<file path="config.mk">
export PLATFORM = sky130hd
export DESIGN_NAME = eth_rx_fcs_check
export DESIGN_NICKNAME = d
export VERILOG_FILES = /design/src/rtl/eth_rx_fcs_check.sv
export SDC_FILE = /design/constraint.sdc
export NUM_CORES = 1
export LEC_CHECK = 0
export ABC_CLOCK_PERIOD_IN_PS = 2000
export CAP_MARGIN = 20
export CELL_PAD_IN_SITES_DETAIL_PLACEMENT = 0
export CELL_PAD_IN_SITES_GLOBAL_PLACEMENT = 1
export CORE_MARGIN = 1
export CORE_UTILIZATION = 42
export DETAILED_ROUTE_END_ITERATION = 16
export PLACE_DENSITY_LB_ADDON = 0.1
export SLEW_MARGIN = 20
export SYNTH_ARGS = -nofsm -noshare
export SYNTH_HDL_FRONTEND = slang
export SYNTH_SLANG_ARGS = --single-unit
</file>
<file path="constraint.sdc">
create_clock -name CLK -period 2 [get_ports CLK]
set_input_delay 0.3 -clock CLK [delete_from_list [all_inputs] [get_ports CLK]]
set_output_delay 0.3 -clock CLK [all_outputs]
set_load 0.02 [all_outputs]
</file>
<file path="src/rtl/eth_rx_fcs_check.sv">
// -----------------------------------------------------------------------------
// eth_rx_fcs_check
//
// Receives an MII-style nibble stream, strips the preamble/SFD, reassembles
// bytes (low nibble first), runs the Ethernet CRC-32 over every DATA nibble and
// reports frame status on a one-cycle end-of-frame pulse.
//
// Configuration macro:
//   RX_LEN_CHECK_EN  when defined, OUT_LEN_ERR flags frames whose byte count
//                    lies outside MIN_LEN..MAX_LEN; when undefined it is 0.
//
// Ports:
//   CLK            clock, rising edge
//   RESET          asynchronous, active-high reset
//   IN_DV          receive data valid, one nibble per cycle while high
//   IN_DATA[3:0]   received nibble, low nibble of each byte first
//   OUT_SOF        one-cycle pulse after the SFD is accepted
//   OUT_VALID      OUT_DATA holds a completed byte this cycle
//   OUT_DATA[7:0]  assembled byte {high nibble, low nibble}, FCS included
//   OUT_EOF        one-cycle frame-end pulse
//   OUT_FCS_OK     CRC residue matched            (held from OUT_EOF)
//   OUT_ALIGN_ERR  odd nibble count in DATA       (held from OUT_EOF)
//   OUT_LEN_ERR    length outside MIN_LEN..MAX_LEN (held from OUT_EOF)
//   OUT_LEN[10:0]  frame byte count, saturating   (held from OUT_EOF)
//   OUT_DBG_STATE  current FSM state (IDLE=0, PREAMBLE=1, DATA=2, DROP=3)
//
// Handshake: there is no back-pressure. A nibble is consumed on every rising
// edge where IN_DV is high; OUT_VALID/OUT_SOF/OUT_EOF are single-cycle
// qualifiers that the consumer must sample on the cycle they are high.
// -----------------------------------------------------------------------------
module eth_rx_fcs_check #(
  parameter int MIN_LEN = 64,
  parameter int MAX_LEN = 1518
) (
  input  logic        CLK,
  input  logic        RESET,
  input  logic        IN_DV,
  input  logic [3:0]  IN_DATA,
  output logic        OUT_SOF,
  output logic        OUT_VALID,
  output logic [7:0]  OUT_DATA,
  output logic        OUT_EOF,
  output logic        OUT_FCS_OK,
  output logic        OUT_ALIGN_ERR,
  output logic        OUT_LEN_ERR,
  output logic [10:0] OUT_LEN,
  output logic [1:0]  OUT_DBG_STATE
);

  typedef enum logic [1:0] {
    S_IDLE     = 2'd0,
    S_PREAMBLE = 2'd1,
    S_DATA     = 2'd2,
    S_DROP     = 2'd3
  } state_t;

  localparam logic [31:0] CRC_INIT    = 32'hFFFF_FFFF;
  localparam logic [31:0] CRC_POLY    = 32'h04C1_1DB7;
  localparam logic [31:0] CRC_RESIDUE = 32'hC704_DD7B;
  localparam logic [10:0] LEN_SAT     = 11'h7FF;

  state_t      state_q;
  logic [31:0] crc_q, crc_d;
  logic [10:0] cnt_q, cnt_d;
  logic [3:0]  low_q;
  logic        odd_q;       // a low nibble is waiting for its high nibble
  logic        wait_low_q;  // after reset, ignore the line until IN_DV drops
  logic        len_err_d;

  logic        sof_q, valid_q, eof_q, fcs_ok_q, align_q, len_err_q;
  logic [7:0]  data_q;
  logic [10:0] len_q;

  // Four serial CRC steps per nibble, bit 0 of the nibble first.
  always_comb begin
    crc_d = crc_q;
    for (int i = 0; i < 4; i++) begin
      if (crc_d[31] ^ IN_DATA[i]) crc_d = {crc_d[30:0], 1'b0} ^ CRC_POLY;
      else                        crc_d = {crc_d[30:0], 1'b0};
    end
  end

  assign cnt_d = (cnt_q == LEN_SAT) ? cnt_q : cnt_q + 11'd1;

`ifdef RX_LEN_CHECK_EN
  assign len_err_d = (cnt_q < 11'(MIN_LEN)) || (cnt_q > 11'(MAX_LEN));
`else
  // Length limits only matter when checking is compiled in.
  logic unused_len_limits;
  assign unused_len_limits = ^{MIN_LEN, MAX_LEN};
  assign len_err_d         = 1'b0;
`endif

  always_ff @(posedge CLK or posedge RESET) begin
    if (RESET) begin
      state_q    <= S_IDLE;
      crc_q      <= CRC_INIT;
      cnt_q      <= 11'd0;
      low_q      <= 4'd0;
      odd_q      <= 1'b0;
      wait_low_q <= 1'b1;
      sof_q      <= 1'b0;
      valid_q    <= 1'b0;
      data_q     <= 8'd0;
      eof_q      <= 1'b0;
      fcs_ok_q   <= 1'b0;
      align_q    <= 1'b0;
      len_err_q  <= 1'b0;
      len_q      <= 11'd0;
    end else begin
      sof_q   <= 1'b0;
      valid_q <= 1'b0;
      eof_q   <= 1'b0;
      case (state_q)
        S_IDLE: begin
          if (wait_low_q) begin
            // A frame cut by reset must not be mistaken for a new one.
            if (!IN_DV) wait_low_q <= 1'b0;
          end else if (IN_DV) begin
            state_q <= (IN_DATA == 4'h5) ? S_PREAMBLE : S_DROP;
          end
        end
        S_PREAMBLE: begin
          if (!IN_DV) begin
            state_q <= S_IDLE;
          end else if (IN_DATA == 4'hD) begin
            state_q <= S_DATA;
            sof_q   <= 1'b1;
            crc_q   <= CRC_INIT;
            cnt_q   <= 11'd0;
            odd_q   <= 1'b0;
          end else if (IN_DATA != 4'h5) begin
            state_q <= S_DROP;
          end
        end
        S_DATA: begin
          if (IN_DV) begin
            crc_q <= crc_d;
            if (!odd_q) begin
              low_q <= IN_DATA;
              odd_q <= 1'b1;
            end else begin
              valid_q <= 1'b1;
              data_q  <= {IN_DATA, low_q};
              odd_q   <= 1'b0;
              cnt_q   <= cnt_d;
            end
          end else begin
            // A pending odd nibble is simply flagged; it was never counted.
            state_q   <= S_IDLE;
            eof_q     <= 1'b1;
            len_q     <= cnt_q;
            fcs_ok_q  <= (crc_q == CRC_RESIDUE);
            align_q   <= odd_q;
            len_err_q <= len_err_d;
            odd_q     <= 1'b0;
          end
        end
        S_DROP: begin
          if (!IN_DV) state_q <= S_IDLE;
        end
        default: state_q <= S_IDLE;
      endcase
    end
  end

  assign OUT_SOF       = sof_q;
  assign OUT_VALID     = valid_q;
  assign OUT_DATA      = data_q;
  assign OUT_EOF       = eof_q;
  assign OUT_FCS_OK    = fcs_ok_q;
  assign OUT_ALIGN_ERR = align_q;
  assign OUT_LEN_ERR   = len_err_q;
  assign OUT_LEN       = len_q;
  assign OUT_DBG_STATE = state_q;

endmodule

</file>
Word level (Yosys, flattened, before mapping)
Cells that the tools add are included.
Word-level totals
  output and inout bits: 27
  logic and storage cells: 88
  bits of input ports: 7
  flip-flop bits (word level): 75
Operators by class
  mux-type cells: 37
  $add $sub $neg: 1
  bitwise operators: 10
  eq/ne operators: 17
  reductions and logical operators: 10
Operator list (number)
  $mux W27: 4
  $mux W32: 3
  $pmux W32 S2: 1
  $not A14 Y14: 4
  $mux W11: 5
  $eq A32 B32 Y1 const B: 1
  $pmux W11 S2: 1
  $ne A2 B2 Y1 const B: 8
  $mux W1: 14
  $mux W2: 7
  $add A11 B1 Y11 const B: 1
  $eq A11 B11 Y1 const B: 1
  $reduce_and A3 Y1: 3
  $reduce_and A4 Y1: 2
  $pmux W2 S3: 1
  $reduce_and A6 Y1: 1
  $eq A2 B2 Y1 const B: 2
  $eq A4 B3 Y1 const B: 1
  $eq A4 B4 Y1 const B: 1
  $ne A4 B3 Y1 const B: 1
  $ne A4 B4 Y1 const B: 1
  $xor A1 B1 Y1: 4
  $eq A2 B1 Y1 const B: 1
  $logic_not A2 Y1: 1
  5 further kinds: 6

Depth between registers and ports, before layout
  depth in word-level cells: 10
  mapped depth: 6
  depth with buffers taken out: 5

Least setup slack after synthesis
Ideal clock, no wire load.
  path kind: register to register
  start point: register state_q[1], in the netlist OUT_DBG_STATE[1]
  end point: register low_q[0]
  setup time: 0.125 ns
  data arrival time: 1.729 ns
  stages on the path, launching flop included: 6
  path slack: 0.146 ns
  cell sequence: dfrtp_1 nor2b_1 buf_2 nand2_1 nor2_1 mux2_2
Between the ends
  word-level cells in the longest chain between the ends: 2
RTL lines
  start: declaration: line 62  | state_t state_q;
  start signal: assignment: line 120  | state_q <= (IN_DATA == 4'h5) ? S_PREAMBLE : S_DROP;
  $eq A2 B2 Y1: line 114  | case (state_q)
  $reduce_and A3 Y1 (no line)
  end signal: assignment: line 99  | low_q <= 4'd0;
  end signal: assignment: line 140  | low_q <= IN_DATA;
  end: declaration: line 65  | logic [3:0] low_q;
Every way passes these cells.
A chain may end at the register's enable or synchronous reset.

Worst setup path after layout
  start point: input port IN_DATA[2]
  end point: register crc_q[8]
Between the ends
  word-level cells in the longest chain between the ends: 6
  elaborated cells between the ends (all ways): 9
RTL lines
  start: declaration: line 38  | input logic [3:0] IN_DATA,
  $xor A1 B1 Y1: line 78  | if (crc_d[31] ^ IN_DATA[i]) crc_d = {crc_d[30:0], 1'b0} ^ CRC_POLY;
  $mux W27: line 78
  $not A14 Y14 (no line)
  $mux W27: line 78
  $mux W32: line 137  | if (IN_DV) begin
  $pmux W32 S2: line 114
  end signal: assignment: line 138  | crc_q <= crc_d;
  end: declaration: line 63  | logic [31:0] crc_q, crc_d;
Several ways; a longest one is shown, not always the timed one. The select of a mux whose other input is x is not followed.

==> metrics.txt <==
share of cells above drive strength 1=0.3105; met3 wire length=272 um; DR WL/cell=16.30 um; max-cap check violation count=0; sequential cell area fraction in the yosys report=0.5419; ANT nets after route=0; Synth Instances=283; antenna violations before repair=0; Area contributors post-synth=dfrtp_1 (30%), dfstp_2 (24%), mux2_2 (5.1%); met2 wire len=3258 um; kind of critical path=input port to register; YS warnings=0; Final Util=0.5403; post-route cell area=0.004417 mm2; Yosys top cell area share=0.2969; CTS buffer count=9; max_slew headroom=0.6636; largest net degree at the start of global routing=45; DIE AREA=0.008798 mm2; Main synth FF type=dfrtp_1; Post-CTS Hold Buffers=0; R2R setup slack=250 ps; wirelength, routed=7433 um; final setup TNS=0 ps; Final setup viols=0; Core Box Area=0.008175 mm2; Initial DRC Count=75; crit start category=input port; failing checks=design-rule violations; worst-skew pair later-pin latency=340 ps; Max Freq=0.5620 GHz; Logic pwr share=0.403; Post-CTS Setup Bufs=0; Top Layer Used=met4; unrepaired setup endpoints after global routing=false; Synth Register Bits=75; asr flop ratio synth=1.000; status=finished, violations left; ANT cells=0; reg2reg start=cnt_q[0]$_DFFE_PP0P_; Site Rows=33; Critical R2R Capture=cnt_q[6]$_DFFE_PP0P_; Pre-antenna DRT Iters=10; CTS tree=yes; Port-buffer cells=32; most common cell after layout, fill and taps aside=dfrtp_1; die width=93.80 um; Final Hold Vio Count=0; DP Wirelength=5214 um; htree depth=3; initial core utilization=0.4330; clock root cell=clkbuf_8; cts repair resizes=0; Synth cell types=49; Syn Nets=291; final period utilization=0.8898; Met1 Wirelength=3791 um; # DRC=2; total grt overflow=0; Int Power=4.537 mW; Via-to-Cell Ratio=5.230; Psw=2.220 mW; Worst Path Arrival=2050 ps; Crit. Startpoint=IN_DATA[2]; Max Slew Vio Count=0; GRT Util Overall=0.1932; height of the die=93.80 um; CP endpoint=crc_q[8]$_DFFE_PP1P_; Setup Skew=5.862 ps; Crit path required time=2270 ps; Area Growth Syn to Fin=24.78%; worst slew pin tran=502.8 ps; worst ir drop on vdd=0.7726 mV; Clock Sinks=75; Clock transition at path regs=80 ps; static leakage=1.862 nW; # fillers=724; worst hold margin=468.5 ps; GP Congestion=0.7813; clock share of power=0.187; Final Total Pwr=6.757 mW; worst hold path class=register to register; Net Sw Frac=0.3285; final net count=354; IO Count=34; number of flops mapped to enable cells by yosys=0; vias post-DR=2385; Tmin final=1780 ps; placed inst area=0.004209 mm2; first-pass GRT wire length=12780 um; Flop pwr share=0.410; Synth area leader=dfrtp_1; Syn Area/Cell=12.51 um2; number of global-route vias before repair=2414; crit path max fanout=5; pwr/cell area=1530 mW/mm2; Post-Syn Area=0.003540 mm2; clock tree buffer depth=2; worst r2r path cells=6; Worst Setup End Kind=register; most frequent cells in the layout=dfrtp_1 (42), dfstp_2 (33), clkdlybuf4s50_1 (32), nand2_1 (31), buf_4 (30)
per-stage QoR:
step                setup slack, ps  instances
global placement             -122.9        440
finish                        220.5        456
floorplan                     146.5        283
global route                  43.29        456
CTS                           223.7        456
detailed placement           -148.7        440
layer usage:
| layer | track usage | vias to the layer above |
|---|---|---|
| li1 | - | 1149 |
| met1 | 0.2896 | 1190 |
| met2 | 0.2719 | 37 |
| met3 | 0.03398 | 9 |
| met4 | 0.08333 | 0 |
| met5 | 0 | - |
synth_stat cells (3+ instances only):
| cell | count |
|---|---|
| a21boi_0 | 4 |
| a21oi_1 | 5 |
| a2bb2oi_1 | 18 |
| a31oi_1 | 4 |
| and3_1 | 3 |
| buf_2 | 5 |
| clkbuf_1 | 6 |
| dfrtp_1 | 42 |
| dfstp_2 | 33 |
| inv_1 | 7 |
| mux2_2 | 16 |
| nand2_1 | 31 |
| nand3_1 | 6 |
| nand4_1 | 4 |
| nand4b_1 | 3 |
| nor2_1 | 3 |
| nor3_1 | 6 |
| nor4_1 | 3 |
| o21a_1 | 3 |
| o21ai_0 | 4 |
| o22a_1 | 18 |
| xnor2_1 | 17 |
| xor2_1 | 9 |
logic make-up after synthesis:
| kind of cell | synth area share |
|---|---|
| buf+inv | 0.02298 |
| compound gates | 0.1463 |
| fa+ha+maj | 0.003534 |
| mux | 0.05373 |
| xor+xnor | 0.1308 |
| other cells | 0.001059 |
| simple gates | 0.09969 |
| flops | 0.5419 |
critical path, cell delays in order:
cell,delay [ps]
clkdlybuf4s50_1,540
xnor2_4,410
xnor3_2,460
xor2_1,160
a2bb2oi_1,170
sequential cells by signal, summed over array words and instances, names as in the netlist:
| signal | count |
|---|---|
| OUT_VALID | 1 |
| OUT_DBG_STATE | 2 |
| OUT_EOF | 1 |
| OUT_ALIGN_ERR | 1 |
| OUT_FCS_OK | 1 |
| wait_low_q | 1 |
| cnt_q | 11 |
| OUT_DATA | 8 |
| low_q | 4 |
| crc_q | 32 |
| OUT_LEN | 11 |
| odd_q | 1 |
| OUT_SOF | 1 |
worst min path at each step:
stage	from	to	slack, ps	depth (start not counted)
after floorplan	IN_DATA[0]	OUT_DATA[4]$_DFFE_PP0P_	410	2
after global placement	low_q[0]$_DFFE_PP0P_	OUT_DATA[0]$_DFFE_PP0P_	450	2
after detailed placement	low_q[2]$_DFFE_PP0P_	OUT_DATA[2]$_DFFE_PP0P_	460	2
after CTS	wait_low_q$_DFFE_PP1N_	wait_low_q$_DFFE_PP1N_	470	1
after global routing	wait_low_q$_DFFE_PP1N_	wait_low_q$_DFFE_PP1N_	480	1
final	wait_low_q$_DFFE_PP1N_	wait_low_q$_DFFE_PP1N_	470	1
power groups by stage:
stage                     clock [mW]  sequential (mW)  combinational (mW)
after CTS                       1.29             2.78                2.74
after detailed placement           0             2.79                2.73
after global routing            1.34             2.86                2.97
final                           1.26             2.77                2.72
after floorplan                    0             2.80                1.83
after global placement             0             2.79                2.70
area by class of cell:
type / instances / area (um2) / share of cell area
sequential: 75 / 1918 / 0.4343
multi-input combinational: 189 / 1544 / 0.3496
timing repair buffer: 64 / 585.6 / 0.1326
tap: 105 / 131.4 / 0.02975
clock buffer: 10 / 127.6 / 0.02890
clock inverter: 6 / 80.08 / 0.01813
inverter: 7 / 30.03 / 0.006799
Power figures use the tool's default switching activity.
